--- src/rtl/dstack_pkg.sv ---
// Shared definitions for the data-stack controller: op codes, FSM states and
// default stack geometry.
package dstack_pkg;

  localparam logic [2:0] OP_NOP   = 3'd0;
  localparam logic [2:0] OP_PUSH  = 3'd1;
  localparam logic [2:0] OP_DROP  = 3'd2;
  localparam logic [2:0] OP_DUP   = 3'd3;
  localparam logic [2:0] OP_SWAP  = 3'd4;
  localparam logic [2:0] OP_OVER  = 3'd5;
  localparam logic [2:0] OP_BINOP = 3'd6;
  localparam logic [2:0] OP_CLEAR = 3'd7;

  typedef enum logic [1:0] {
    StIdle,
    StWrite2,
    StSettle
  } state_e;

  localparam logic [15:0] DefBaseAddr  = 16'd32;
  localparam int unsigned DefStackSize = 32;

  // Ops that add a cell and can therefore overflow.
  function automatic logic is_push_op(input logic [2:0] op);
    return (op == OP_PUSH) || (op == OP_DUP) || (op == OP_OVER);
  endfunction

endpackage

--- src/rtl/dstack_ctrl.sv ---
// Data-stack controller: maps Forth stack ops onto stack-memory read/write
// addresses, write data and strobes, tracking SP, depth and sticky flags.
module dstack_ctrl
  import dstack_pkg::*;
#(
  parameter logic [15:0] BASE_ADDR  = DefBaseAddr,
  parameter int unsigned STACK_SIZE = DefStackSize,
  parameter int unsigned DEPTH_W    = 6
) (
  input  logic               c_CLOCK,
  input  logic               f_RESETN,
  input  logic               i_VALID,
  output logic               o_READY,
  input  logic [2:0]         i_OP,
  input  logic [15:0]        i_DATA,
  input  logic [15:0]        i_OP1,
  input  logic [15:0]        i_OP2,
  output logic [15:0]        o_RADDR,
  output logic [15:0]        o_WADDR,
  output logic [15:0]        o_DATA,
  output logic               f_WRITE,
  output logic [DEPTH_W-1:0] o_DEPTH,
  output logic               f_OVF,
  output logic               f_UNF
);

  localparam logic [15:0]        SpEmpty   = BASE_ADDR - 16'd1;
  localparam logic [DEPTH_W-1:0] DepthZero = '0;
  localparam logic [DEPTH_W-1:0] DepthOne  = DEPTH_W'(1);
  localparam logic [DEPTH_W-1:0] DepthTwo  = DEPTH_W'(2);
  localparam logic [DEPTH_W-1:0] DepthFull = DEPTH_W'(STACK_SIZE);

  state_e             state_q, state_d;
  logic [15:0]        sp_q, sp_d;
  logic [DEPTH_W-1:0] depth_q, depth_d;
  logic               write_q, write_d;
  logic [15:0]        waddr_q, waddr_d;
  logic [15:0]        wdata_q, wdata_d;
  logic [15:0]        hold_q, hold_d;
  logic               ovf_q, ovf_d;
  logic               unf_q, unf_d;

  logic accept;
  logic has_room, has_one, has_two;
  logic op_legal;
  logic op_ovf, op_unf;
  logic op_go;

  assign accept   = i_VALID && (state_q == StIdle);
  assign has_room = depth_q < DepthFull;
  assign has_one  = depth_q >= DepthOne;
  assign has_two  = depth_q >= DepthTwo;

  // Depth legality of the presented op; underflow wins over overflow.
  always_comb begin
    op_unf = 1'b0;
    op_ovf = 1'b0;
    unique case (i_OP)
      OP_DROP:            op_unf = !has_one;
      OP_DUP:             op_unf = !has_one;
      OP_SWAP, OP_BINOP:  op_unf = !has_two;
      OP_OVER:            op_unf = !has_two;
      default:            op_unf = 1'b0;
    endcase
    if (!op_unf && is_push_op(i_OP)) begin
      op_ovf = !has_room;
    end
  end

  assign op_legal = !op_unf && !op_ovf;
  assign op_go    = accept && op_legal && (i_OP != OP_NOP);

  // FSM state register.
  always_ff @(posedge c_CLOCK) begin
    if (!f_RESETN) begin
      state_q <= StIdle;
    end else begin
      state_q <= state_d;
    end
  end

  // FSM next state.
  always_comb begin
    state_d = state_q;
    unique case (state_q)
      StIdle: begin
        if (op_go) begin
          state_d = (i_OP == OP_SWAP) ? StWrite2 : StSettle;
        end
      end
      StWrite2: state_d = StSettle;
      StSettle: state_d = StIdle;
      default:  state_d = StIdle;
    endcase
  end

  // FSM outputs.
  always_comb begin
    o_READY = (state_q == StIdle);
    o_RADDR = sp_q;
    o_WADDR = waddr_q;
    o_DATA  = wdata_q;
    f_WRITE = write_q;
    o_DEPTH = depth_q;
    f_OVF   = ovf_q;
    f_UNF   = unf_q;
  end

  // Datapath next state.
  always_comb begin
    sp_d    = sp_q;
    depth_d = depth_q;
    write_d = 1'b0;
    waddr_d = waddr_q;
    wdata_d = wdata_q;
    hold_d  = hold_q;
    ovf_d   = ovf_q;
    unf_d   = unf_q;

    if (state_q == StWrite2) begin
      write_d = 1'b1;
      waddr_d = sp_q;
      wdata_d = hold_q;
    end else if (accept) begin
      if (op_ovf) begin
        ovf_d = 1'b1;
      end else if (op_unf) begin
        unf_d = 1'b1;
      end else begin
        unique case (i_OP)
          OP_PUSH, OP_DUP, OP_OVER: begin
            sp_d    = sp_q + 16'd1;
            depth_d = depth_q + DepthOne;
            write_d = 1'b1;
            waddr_d = sp_q + 16'd1;
            wdata_d = (i_OP == OP_PUSH) ? i_DATA :
                      (i_OP == OP_DUP)  ? i_OP1  : i_OP2;
          end
          OP_DROP: begin
            sp_d    = sp_q - 16'd1;
            depth_d = depth_q - DepthOne;
          end
          OP_SWAP: begin
            write_d = 1'b1;
            waddr_d = sp_q - 16'd1;
            wdata_d = i_OP1;
            hold_d  = i_OP2;
          end
          OP_BINOP: begin
            sp_d    = sp_q - 16'd1;
            depth_d = depth_q - DepthOne;
            write_d = 1'b1;
            waddr_d = sp_q - 16'd1;
            wdata_d = i_DATA;
          end
          OP_CLEAR: begin
            sp_d    = SpEmpty;
            depth_d = DepthZero;
            ovf_d   = 1'b0;
            unf_d   = 1'b0;
          end
          default: ;
        endcase
      end
    end
  end

  // Datapath registers; reset overrides a pending second SWAP write.
  always_ff @(posedge c_CLOCK) begin
    if (!f_RESETN) begin
      sp_q    <= SpEmpty;
      depth_q <= DepthZero;
      write_q <= 1'b0;
      waddr_q <= 16'd0;
      wdata_q <= 16'd0;
      hold_q  <= 16'd0;
      ovf_q   <= 1'b0;
      unf_q   <= 1'b0;
    end else begin
      sp_q    <= sp_d;
      depth_q <= depth_d;
      write_q <= write_d;
      waddr_q <= waddr_d;
      wdata_q <= wdata_d;
      hold_q  <= hold_d;
      ovf_q   <= ovf_d;
      unf_q   <= unf_d;
    end
  end

endmodule

--- config.mk ---
export PLATFORM = sky130hd
export DESIGN_NAME = dstack_ctrl
export DESIGN_NICKNAME = d
export VERILOG_FILES = /design/src/rtl/dstack_pkg.sv /design/src/rtl/dstack_ctrl.sv
export SDC_FILE = /design/constraint.sdc
export NUM_CORES = 1
export LEC_CHECK = 0
export BUFFER_PORTS_ARGS = -buffer_cell sky130_fd_sc_hd__buf_4
export CAP_MARGIN = 0
export CORE_ASPECT_RATIO = 1.4
export CORE_MARGIN = 1
export CORE_UTILIZATION = 49
export CTS_CLUSTER_DIAMETER = 100
export DETAILED_ROUTE_END_ITERATION = 6
export GPL_ROUTABILITY_DRIVEN = 1
export PLACE_DENSITY_LB_ADDON = 0.3
export SLEW_MARGIN = 20
export SYNTH_ARGS = -nofsm -noshare
export SYNTH_HDL_FRONTEND = slang
export SYNTH_SLANG_ARGS = --single-unit
export TNS_END_PERCENT = 30
--- constraint.sdc ---
create_clock -name c_CLOCK -period 2.13 [get_ports c_CLOCK]
set_input_delay 0.426 -clock c_CLOCK [delete_from_list [all_inputs] [get_ports c_CLOCK]]
set_output_delay 0.426 -clock c_CLOCK [all_outputs]
set_load 0.01 [all_outputs]
# ---- After elaboration in Yosys (flattened, before gate mapping)
# Index checks and enable logic that the tools add are counted.
dict set report word_totals {
  regBits 75
  elab_cells 91
  out_inout_bits 58
  input_bits 54
}
dict set report op_classes {
  n_lt_le_gt_ge 3
  reduce_logical 32
  n_eq_ne 12
  n_addsub 4
  bitwise 3
  n_mux 28
}
# operator n
set op_table {}
lappend op_table {{$mux 16} 10}
lappend op_table {{$pmux 16 s3} 2}
lappend op_table {{$pmux 16 s2} 1}
lappend op_table {{$pmux 6 s3} 1}
lappend op_table {{$add 16x1->16 const B} 1}
lappend op_table {{$reduce_and 4->1} 4}
lappend op_table {{$sub 16x1->16 const B} 1}
lappend op_table {{$eq 3x3->1 const B} 4}
lappend op_table {{$mux 1} 10}
lappend op_table {{$reduce_and 5->1} 2}
lappend op_table {{$reduce_bool 3->1} 3}
lappend op_table {{$add 6x1->6 const B} 1}
lappend op_table {{$eq 3x2->1 const B} 2}
lappend op_table {{$ge 6x1->1 const B} 1}
lappend op_table {{$ge 6x2->1 const B} 1}
lappend op_table {{$lt 6x6->1 const B} 1}
lappend op_table {{$ne 2x1->1 const B} 3}
lappend op_table {{$reduce_bool 2->1} 3}
lappend op_table {{$reduce_or 2->1} 3}
lappend op_table {{$reduce_or 3->1} 2}
lappend op_table {{$sub 6x1->6 const B} 1}
lappend op_table {{$logic_and 1x1->1} 5}
lappend op_table {{$logic_not 1->1} 5}
lappend op_table {{$reduce_or 5->1} 1}
lappend op_table {{other kinds (10)} 14}

# ---- Logic depth before layout (Yosys ltp)
# Gate-level depths: netlist of the first run.
dict set report depth {
  depth_word 12
  mapped_depth 9
  depth_no_buf 7
}

# ---- Least setup slack after synthesis of the first run
# OpenSTA, ideal clock, no wires.
dict set report synth_timing {
  path_type {flip-flop to flip-flop}
  startpoint {register sp_q[0], in the netlist o_RADDR[0]}
  endpoint {register waddr_q[8], in the netlist o_WADDR[8]}
  slack_ns -0.283
  setup_time_ns 0.075
  stages_incl_launch_ff 9
  required_time_ns 2.055
  arrival_ns 2.339
  n_path_buf 1
  path_cell_list {dfxtp_1 -> clkbuf_1 -> inv_1 -> ha_1 -> or4b_4 -> or4_4 -> mux2_2 -> o31a_1 -> o22ai_1}
}
dict set report synth_via {
  elab_chain_cells 6
  word_cells_on_any_way 7
  cone_classes {add/sub (2); mux (5)}
}
# item line_no
set synth_lines {}
lappend synth_lines {{start: declaration} dstack_ctrl.sv:34} ;# logic [15:0] sp_q, sp_d;
lappend synth_lines {{start signal: assignment} dstack_ctrl.sv:171} ;# sp_q <= SpEmpty;
lappend synth_lines {{start signal: assignment} dstack_ctrl.sv:180} ;# sp_q <= sp_d;
lappend synth_lines {{$sub 16x1->16 / $add 16x1->16 (equally long branches)} {dstack_ctrl.sv:145, dstack_ctrl.sv:153, dstack_ctrl.sv:135}}
lappend synth_lines {{$pmux 16 s2 (*)} dstack_ctrl.sv:130} ;# unique case (i_OP)
lappend synth_lines {{$mux 16 (*)} dstack_ctrl.sv:127} ;# end else if (op_unf) begin
lappend synth_lines {{$mux 16 (*)} dstack_ctrl.sv:125} ;# if (op_ovf) begin
lappend synth_lines {{$mux 16 (*)} dstack_ctrl.sv:124} ;# end else if (accept) begin
lappend synth_lines {{$mux 16 (*)} dstack_ctrl.sv:120} ;# if (state_q == StWrite2) begin
lappend synth_lines {{end signal: assignment} dstack_ctrl.sv:183} ;# waddr_q <= waddr_d;
lappend synth_lines {{end: declaration} dstack_ctrl.sv:37} ;# logic [15:0] waddr_q, waddr_d;
# Every way passes the cells marked *; elsewhere a longest branch is shown, timed or not. The select of a mux whose other input is x is not followed.
# A chain may end at the register's enable or synchronous reset.

# ---- Worst setup path after layout of the first run
# Same ends and word-level chain as after synthesis.

==> results of run 1 <==
-- area by class of cell --
| cell class | instances | area, um2 |
|---|---|---|
| inverter | 26 | 97.59 |
| clock inverter | 5 | 30.03 |
| clock buffer | 10 | 239.0 |
| fill | 748 | 2746 |
| sequential | 75 | 1509 |
| multi-input combinational | 451 | 3040 |
| timing repair buffer | 211 | 1684 |
| tap | 132 | 165.2 |
-- repair_timing --
item                                    CTS  global route
endpoints found under the hold margin     0             0
endpoints found under the setup margin    9            45
cloned                                    0             1
buffers inserted                          0             3
pin swaps                                 1             3
gates resized for setup                   4            26
-- synth_stat cells (2+ instances only) --
cell type | n | area [um2]
a211o_1 | 2 | 17.52
a211oi_1 | 11 | 82.58
a21o_1 | 2 | 15.01
a21oi_1 | 52 | 260.3
a221oi_1 | 23 | 201.4
a22oi_1 | 5 | 37.54
a31oi_1 | 6 | 37.54
a41oi_1 | 2 | 17.52
and2_1 | 2 | 12.51
and3_1 | 9 | 56.30
and4_1 | 3 | 26.28
buf_2 | 13 | 65.06
clkbuf_1 | 49 | 183.9
dfxtp_1 | 75 | 1501
ha_1 | 5 | 62.56
inv_1 | 25 | 93.84
mux2_2 | 2 | 22.52
mux2i_1 | 53 | 530.5
nand2_1 | 46 | 172.7
nand2b_1 | 4 | 25.02
nand3_1 | 20 | 100.1
nand3b_1 | 2 | 15.01
nand4_1 | 13 | 81.33
nor2_1 | 43 | 161.4
nor2b_1 | 4 | 25.02
nor3_1 | 9 | 45.04
nor3b_1 | 3 | 22.52
nor4_1 | 8 | 50.05
nor4_2 | 2 | 25.02
o2111ai_1 | 2 | 17.52
o211ai_1 | 8 | 60.06
o21ai_0 | 33 | 165.2
o22a_1 | 2 | 17.52
o22ai_1 | 29 | 181.4
o311ai_0 | 3 | 26.28
o32ai_1 | 3 | 26.28
or2_2 | 4 | 25.02
or3_1 | 6 | 37.54
or4_1 | 7 | 52.55
xnor2_1 | 2 | 17.52
-- worst min path at each step --
stage / start / to / slack, ps / cells after the start
after global placement: f_OVF$_SDFFE_PN0P_ / f_OVF$_SDFFE_PN0P_ / 450 / 2
after floorplan: state_q[1]$_SDFFE_PN0P_ / state_q[1]$_SDFFE_PN0P_ / 450 / 1
after detailed placement: f_OVF$_SDFFE_PN0P_ / f_OVF$_SDFFE_PN0P_ / 450 / 2
after global routing: i_OP2[8] / hold_q[8]$_SDFFE_PN0P_ / 340 / 3
final: i_OP2[6] / hold_q[6]$_SDFFE_PN0P_ / 330 / 3
after CTS: i_OP2[6] / hold_q[6]$_SDFFE_PN0P_ / 330 / 3
-- registers in the layout (all words and copies together), names as in the netlist --
signal and count:
f_UNF 1, f_WRITE 1, hold_q 16, o_RADDR 16, o_WADDR 16, state_q 2, o_DATA 16, o_DEPTH 6
f_OVF 1
-- cell families (layout without fill, tap and decap cells) --
group	count (synthesis)	count (layout)	synth area share
muxes	55	55	0.1149
adders and majority gates	5	5	0.01299
and+or+nand+nor	192	192	0.2084
buffers and inverters	91	252	0.07666
DFF	75	75	0.3119
AOI/OAI and AO/OA	197	197	0.2716
xor gates and xnor gates	2	2	0.003639
-- worst max-delay path, delay by kind of cell (launching register included) --
family / cells / cell delay, ps
simple gates: 2 / 880
compound gates: 2 / 370
flops: 1 / 320
mux: 1 / 290
fa+ha+maj: 1 / 130
buf+inv: 1 / 70
-- metal layers --
metal  GRT usage  vias to the layer above  routed length [um]
met3     0.06237                       85                1202
met2      0.5775                      323                8684
met4      0.2115                        0                 806
met5           0                        -                   0
li1            -                     2636                   -
met1      0.3729                     2746                6663
-- power by group through the flow --
stage / clock network (W) / logic (W) / registers (W)
global route: 0.00149 / 0.00134 / 0.00155
global placement: 0 / 0.00116 / 0.00157
finish: 0.00142 / 0.00126 / 0.00155
floorplan: 0 / 0.000574 / 0.00160
CTS: 0.00143 / 0.00120 / 0.00154
detailed placement: 0 / 0.00118 / 0.00157
-- through the flow --
| stage | TNS (ps) | instance area (um2) | std cells | util |
|---|---|---|---|---|
| finish | -6.985 | 6765 | 910 | 0.7113 |
| global route | -134.8 | 6765 | 910 | 0.7113 |
| CTS | -51.24 | 6640 | 906 | 0.6981 |
| detailed placement | -677.1 | 6352 | 891 | 0.6679 |
| global placement | -77.87 | 6352 | 891 | 0.6679 |
| floorplan | -460.7 | 4828 | 617 | - |
==> impl_metrics.json, run 1 <==
{
  "status": "finished, violations left",
  "violations": "setup timing",
  "final_hold_viol_count": 0,
  "overflow": 0,
  "dr.pass1.iters": 5,
  "layout_commonest_cell": "buf_4",
  "power_w": 0.004229,
  "cts_max_level": 3,
  "peakVddDrop_mv": 0.4763,
  "synth_cells": 617,
  "gp_congestion": 0.9274,
  "crit_path_start": "o_RADDR[0]$_SDFFE_PN1P_",
  "seq_power_share": 0.366,
  "track_usage": 0.3347,
  "first_global_vias": 5650,
  "worst-setup-path-type": "reg -> reg",
  "maxSlewViolCount": 0,
  "rr_endpoint": "o_WADDR[8]$_SDFFE_PN0P_",
  "drc_errors": 0,
  "start_kind": "flip-flop",
  "syn_avg_cell_area_um2": 7.803,
  "cp-endpoint": "o_WADDR[8]$_SDFFE_PN0P_",
  "layout_common_cells": "buf_4 (202), dfxtp_1 (69), a21oi_1 (51), mux2i_1 (50), nand2_1 (45)",
  "synth-async-reset-ratio": 0,
  "crit_slowest_cell": "or4b_4",
  "ant_nets": 0,
  "critPathArrivalTime_ps": 2410,
  "ys_types": 65,
  "antenna_found_initial": 0,
  "relSlewSlack": 0.6017,
  "core-area_um2": 9512,
  "cts_hold_buf": 0,
  "power_density_nw_per_um2": 625.1,
  "die_area_um2": 10230,
  "ys_ff_latch": 75,
  "fp-row-count": 42,
  "rsz0062_at_grt": "yes",
  "via_count": 5790,
  "pre_cts_ws_ps": -102.3,
  "p_comb_frac": 0.298,
  "diodes": 0,
  "r2r_cells": 7,
  "cts_sinks": 75,
  "holdWs_ps": 332.4,
  "cts_root_buf": "clkbuf_16",
  "initial_core_util": 0.5062,
  "drive_gt1_frac": 0.3432,
  "cts.clk_slew.worst_paths_ps": 60,
  "insertion_delay_ps": 340,
  "syn-num-nets": 676,
  "chipHeight_um": 119.3,
  "critPathCaptureType": "flip-flop",
  "fin_crit_ps": 2137,
  "r2r_setup_slack_ps": -7,
  "area_delta_synth_final_pct": 40.51,
  "seq_area_frac_synth": 0.3119,
  "synth-main-ff-cell": "dfxtp_1",
  "portBuffers": 111,
  "vias_per_cell": 6.363,
  "wl_um": 17360,
  "cts-buffers-inserted": 9,
  "clock_path_buffers": 2,
  "skew_ps": 6.209,
  "swShare": 0.3167,
  "syn-cell-area_um2": 4815,
  "wl_per_cell_um": 19.07,
  "worst_slack_ps": -6.985,
  "max_freq_mhz": 467.9,
  "p_int_w": 0.002890,
  "p_clk_frac": 0.337,
  "synth_warnings": 0,
  "grt_pass1_wl_um": 27090,
  "r2r_start": "o_RADDR[0]$_SDFFE_PN1P_",
  "setup_viol": 1,
  "period_share": 1.003,
  "crit_chain": "inv_2 > ha_4 > or4b_4 > or4_4 > mux2_4 > o31a_1 > o22ai_1",
  "cpPeakStageDelay_ps": 450,
  "drt_iter0_drc": 575,
  "finalNetCount": 833,
  "grt_max_degree": 33,
  "ios": 112,
  "power_switching_w": 0.001339,
  "hold_class": "in -> reg",
  "cts_tree": "yes",
  "place_hpwl_um": 12480,
  "worstPathMaxFanout": 2,
  "p_leak_nw": 2.912,
  "cp_data_required_time_ps": 2400,
  "worst_pin_slew_ps": 595.2,
  "synth_edf_count": 0,
  "max-cap-violations": 0,
  "die_x_um": 85.78
}
Note: power is estimated with default switching activity, not from simulation.
==> inputs of run 2 (changes only) <==
Settings changed: CORE_UTILIZATION 49 to 50, CTS_BUF_LIST set to sky130_fd_sc_hd__clkbuf_4.
==> run 2 against run 1 <==
  * The flow finishes with violations (DRC, setup timing)
  * Fmax is 3.8% lower
  * Global-route usage rose by 0.061 points
  * Clock skew increased by 9.6 ps
  * Clock-buffer cell count down 1
==> impl_metrics.json, run 2 (synthesized netlist as in run 1, its figures left out) <==
{
  "critPathCaptureType": "flip-flop",
  "multi_input_area_um2": 3042,
  "cp_num_buf_inv": 1,
  "rsz0062_at_grt": "yes",
  "die_x_um": 84.94,
  "cts_max_level": 3,
  "first_global_vias": 5539,
  "power_switching_w": 0.001296,
  "layout_commonest_cell": "buf_4",
  "crit_slowest_cell": "or4b_4",
  "finalNetCount": 823,
  "grt_pass1_wl_um": 26540,
  "ant_nets": 0,
  "core-area_um2": 9407,
  "peakVddDrop_mv": 0.3208,
  "cpPeakStageDelay_ps": 470,
  "area_delta_synth_final_pct": 35.39,
  "grt_max_degree": 33,
  "p_int_w": 0.002410,
  "wl_um": 17370,
  "crit_chain": "inv_1 > ha_2 > or4b_4 > or4_4 > mux2_4 > o31a_1 > o22ai_1",
  "worst-setup-path-type": "reg -> reg",
  "seq_power_share": 0.414,
  "maxSlewViolCount": 0,
  "drt_iter0_drc": 552,
  "cts_tree": "yes",
  "final_hold_viol_count": 0,
  "met1_usage": 0.3732,
  "clock_path_buffers": 2,
  "holdWs_ps": 204.4,
  "initial_core_util": 0.5118,
  "nFillCells": 790,
  "dr.pass1.iters": 7,
  "ios": 112,
  "crit_family": "simple AND/OR/NAND/NOR gates",
  "track_usage": 0.3353,
  "top_usage_layer": "met2",
  "skew_ps": 15.81,
  "wl_per_cell_um": 19.73,
  "period_share": 1.043,
  "seqCellArea_um2": 1511,
  "vias_per_cell": 6.540,
  "cts_hold_buf": 0,
  "p_comb_frac": 0.331,
  "worst_slack_ps": -90.87,
  "cts_root_buf": "clkbuf_4",
  "drc_errors": 4,
  "finish.utilization": 0.6930,
  "power_density_nw_per_um2": 568.5,
  "place_hpwl_um": 12480,
  "p_leak_nw": 2.831,
  "max-cap-violations": 0,
  "violations": "DRC, setup timing",
  "gp_congestion": 0.9616,
  "antenna_found_initial": 1,
  "layout_common_cells": "buf_4 (194), dfxtp_1 (71), mux2i_1 (52), a21oi_1 (51), nand2_1 (45)",
  "critPathArrivalTime_ps": 2620,
  "worstPathMaxFanout": 3,
  "portBuffers": 111,
  "use_met2": 0.5915,
  "max_freq_mhz": 450.3,
  "via_count": 5755,
  "drive_gt1_frac": 0.3264,
  "setup_viol": 1,
  "cts_sinks": 75,
  "cp_data_required_time_ps": 2520,
  "fp-row-count": 42,
  "die_area_um2": 10030,
  "p_clk_frac": 0.254,
  "start_kind": "flip-flop",
  "cts-buffers-inserted": 9,
  "swShare": 0.3496,
  "grt_use_met3": 0.05610,
  "r2r_setup_slack_ps": -90,
  "chipHeight_um": 118.1,
  "cts.clk_slew.worst_paths_ps": 140,
  "relSlewSlack": 0.6638,
  "power_w": 0.003706,
  "worst_pin_slew_ps": 504.3,
  "insertion_delay_ps": 460,
  "hold_class": "in -> reg",
  "fin_crit_ps": 2221,
  "status": "finished, violations left",
  "overflow": 0
}
-- run 2: cell type report --
type,count,area share
Multi-Input combinational cell,451,0.4666
Timing Repair Buffer,201,0.2430
Sequential cell,75,0.2319
Clock buffer,9,0.01036
Clock inverter,7,0.01171
Antenna cell,1,0.0003839
Tap cell,110,0.02111
Inverter,26,0.01497
-- run 2: power by group through the flow --
stage	Combinational (W)	Clock (W)	Sequential [W]
floorplan	0.000574	0	0.00160
global placement	0.00112	0	0.00156
detailed placement	0.00115	0	0.00156
CTS	0.00115	0.000951	0.00153
global route	0.00131	0.00102	0.00154
finish	0.00123	0.000942	0.00153
-- run 2: layer usage --
| metal | vias up | wire length, um |
|---|---|---|
| met5 | - | 0 |
| met4 | 0 | 787 |
| met3 | 71 | 1231 |
| met2 | 344 | 8933 |
| met1 | 2726 | 6415 |
| li1 | 2614 | - |
-- run 2: worst paths after layout --
| check | to | startpoint | depth (start not counted) |
|---|---|---|---|
| max reg2reg | o_WADDR[8]$_SDFFE_PN0P_ | o_RADDR[1]$_SDFFE_PN1P_ | 7 |
| min reg2reg | f_OVF$_SDFFE_PN0P_ | f_OVF$_SDFFE_PN0P_ | 2 |
| max | o_WADDR[8]$_SDFFE_PN0P_ | o_RADDR[1]$_SDFFE_PN1P_ | 7 |
| min | hold_q[15]$_SDFFE_PN0P_ | i_OP2[15] | 3 |
-- run 2: tightest hold or removal path: cells and delay by family --
family	cells	cell delay [ps]
buffers and inverters	1	80
muxes	1	60
and+or+nand+nor	1	70
-- run 2: metrics by stage --
| step | setup TNS [ps] | cell area [um2] | worst slack, ps | cells |
|---|---|---|---|---|
| 2_1_floorplan | -460.7 | 4828 | -213.4 | 617 |
| 3_3_place_gp | -99.62 | 6210 | -53.85 | 857 |
| 3_5_place_dp | -467.5 | 6210 | -78.06 | 857 |
| 5_1_grt | -735.2 | 6519 | -149.6 | 880 |
| 4_1_cts | -56.46 | 6370 | -56.46 | 873 |
| 6_report | -90.87 | 6519 | -90.87 | 880 |
-- run 2: what timing repair did --
action                     in CTS  in global routing
setup endpoints to repair      17                 51
pin swaps                       1                  6
resized for setup               4                 23
gates cloned                    0                  1
setup buffers                   0                  5
==> inputs of run 3 (changes only) <==
Settings changed: PLACE_DENSITY set to 0.81, PLACE_DENSITY_LB_ADDON 0.3 to unset.
==> run 3 against run 2 <==
  * The flow still finishes with violations (DRC, setup timing)
  * Register-to-register slack improved by 50 ps
  * Core utilization fell by 0.59 points
  * Global-route usage rose by 0.37 points
  * Fmax rose by 2.4%
  * Clock-buffer cell count did not move
  * Flip-flop and latch count did not move
  * Via count fell by 1.0%
  * Die area did not move
  * Worst hold slack improved by 1.1 ps
  * Cell count fell by 0.68%
  * Critical path depth did not move
  * Power rose by 0.85%
  * Largest cell class unchanged
  * Largest power group unchanged
==> impl_metrics.json, run 3 (synthesized netlist as in run 1, its figures left out) <==
{
  "dr.pass1.iters": 7,
  "worst_slack_ps": -39.75,
  "fp-row-count": 42,
  "relSlewSlack": 0.5825,
  "period_share": 1.019,
  "critPathArrivalTime_ps": 2580,
  "hp-start": "i_OP2[11]",
  "holdWs_ps": 205.5,
  "skew_ps": 22.43,
  "cts_tree": "yes",
  "dp_cells": 856,
  "ant_nets": 0,
  "via_count": 5697,
  "violations": "DRC, setup timing",
  "clock_path_buffers": 2,
  "layout_commonest_cell": "buf_4",
  "cts_hold_buf": 0,
  "drc_errors": 4,
  "crit_path_start": "o_RADDR[0]$_SDFFE_PN1P_",
  "drt_iter0_drc": 558,
  "nFillCells": 772,
  "start_kind": "flip-flop",
  "grt_pass1_wl_um": 27010,
  "wl_um": 16960,
  "cts-buffers-inserted": 9,
  "cp_data_required_time_ps": 2540,
  "pre_cts_ws_ps": -61.66,
  "power_w": 0.003737,
  "final_hold_viol_count": 0,
  "status": "finished, violations left",
  "worst-setup-path-type": "reg -> reg",
  "initial_core_util": 0.5118,
  "diodes": 0,
  "maxSlewViolCount": 0,
  "area_delta_synth_final_pct": 34.25,
  "hold-path-cell-count": 3,
  "rsz0062_at_grt": "yes",
  "p_leak_nw": 2.774,
  "peakVddDrop_mv": 0.3545,
  "setup_viol": 1,
  "setup_tns_ps": -39.75,
  "place_hpwl_um": 12610,
  "layout_common_cells": "buf_4 (190), dfxtp_1 (72), mux2i_1 (52), a21oi_1 (51), nand2_1 (46)",
  "r2r_start": "o_RADDR[0]$_SDFFE_PN1P_",
  "fin_crit_ps": 2170,
  "critPathCaptureType": "flip-flop",
  "track_usage": 0.3390,
  "wl_per_cell_um": 19.40,
  "die_x_um": 84.94,
  "overflow": 0,
  "r2r_cells": 7,
  "vias_per_cell": 6.518,
  "max_freq_mhz": 460.9,
  "cts_root_buf": "clkbuf_4",
  "cts_sinks": 75,
  "ios": 112,
  "hold_class": "in -> reg",
  "cts.clk_slew.worst_paths_ps": 150,
  "die_area_um2": 10030,
  "rr_endpoint": "o_WADDR[8]$_SDFFE_PN0P_",
  "drive_gt1_frac": 0.3259,
  "final_cells": 874,
  "finalNetCount": 818,
  "first_global_vias": 5535,
  "worst_pin_slew_ps": 626.2,
  "grt_max_degree": 34,
  "power_density_nw_per_um2": 578.1,
  "worstPathMaxFanout": 3,
  "portBuffers": 111,
  "max-cap-violations": 0,
  "insertion_delay_ps": 460,
  "core-area_um2": 9407,
  "min_to": "hold_q[11]$_SDFFE_PN0P_",
  "cts_max_level": 3,
  "r2r_setup_slack_ps": -40,
  "gp_congestion": 0.9736,
  "chipHeight_um": 118.1,
  "antenna_found_initial": 0
}
run 3: cell types whose count changed in the layout (fill, tap and decap cells not counted), sizes merged:
cell,change
clkinvlp,+1
diode,-1
buf,-4
inv,+1
clkbuf,-1
clkinv,-2
run 3: how the worst max path moves through the flow:
stage	end	slack (ps)
floorplan	o_WADDR[8]$_SDFFE_PN0P_	-210
global placement	o_WADDR[8]$_SDFFE_PN0P_	-10
detailed placement	o_WADDR[8]$_SDFFE_PN0P_	-60
CTS	o_WADDR[8]$_SDFFE_PN0P_	-90
global route	o_WADDR[8]$_SDFFE_PN0P_	-140
finish	o_WADDR[8]$_SDFFE_PN0P_	-40
run 3: layout make-up:
class	instances	area [um2]	area share
inverter	26	97.59	0.01510
clock buffer	9	67.56	0.01045
sequential	75	1505	0.2329
timing repair buffer	196	1529	0.2365
clock inverter	7	83.83	0.01297
multi-input combinational	451	3043	0.4708
tap	110	137.6	0.02129
run 3: power breakdown:
| group | internal (W) | switching (W) |
|---|---|---|
| combinational | 0.000559 | 0.000658 |
| clock | 0.000377 | 0.000597 |
| sequential | 0.00149 | 0.0000609 |
| total | 0.00242 | 0.00132 |
run 3: metrics by stage:
step / cell area, um2 / util
2_1_floorplan: 4828 / -
3_3_place_gp: 6202 / 0.6594
3_5_place_dp: 6202 / 0.6594
4_1_cts: 6366 / 0.6768
5_1_grt: 6464 / 0.6872
6_report: 6464 / 0.6872
run 3: what timing repair did:
item,in CTS,in global routing
pin swaps,0,4
gates cloned,0,0
setup endpoints to repair,3,46
setup buffers,1,1
hold endpoints to repair,0,0
resized for setup,1,25
run 3: metal layers:
metal / up-vias / wire, um / global-route usage
li1: 2612 / - / -
met3: 81 / 1069 / 0.05049
met5: - / 0 / 0
met1: 2672 / 6187 / 0.3738
met2: 332 / 8698 / 0.6052
met4: 0 / 1000 / 0.2034
run 3: critical path: stages (launching register included):
cell and delay [ps]:
dfxtp_2 350, inv_2 80, ha_4 130, or4b_4 450
or4_4 440, mux2_4 290, o31a_1 250, o22ai_2 130
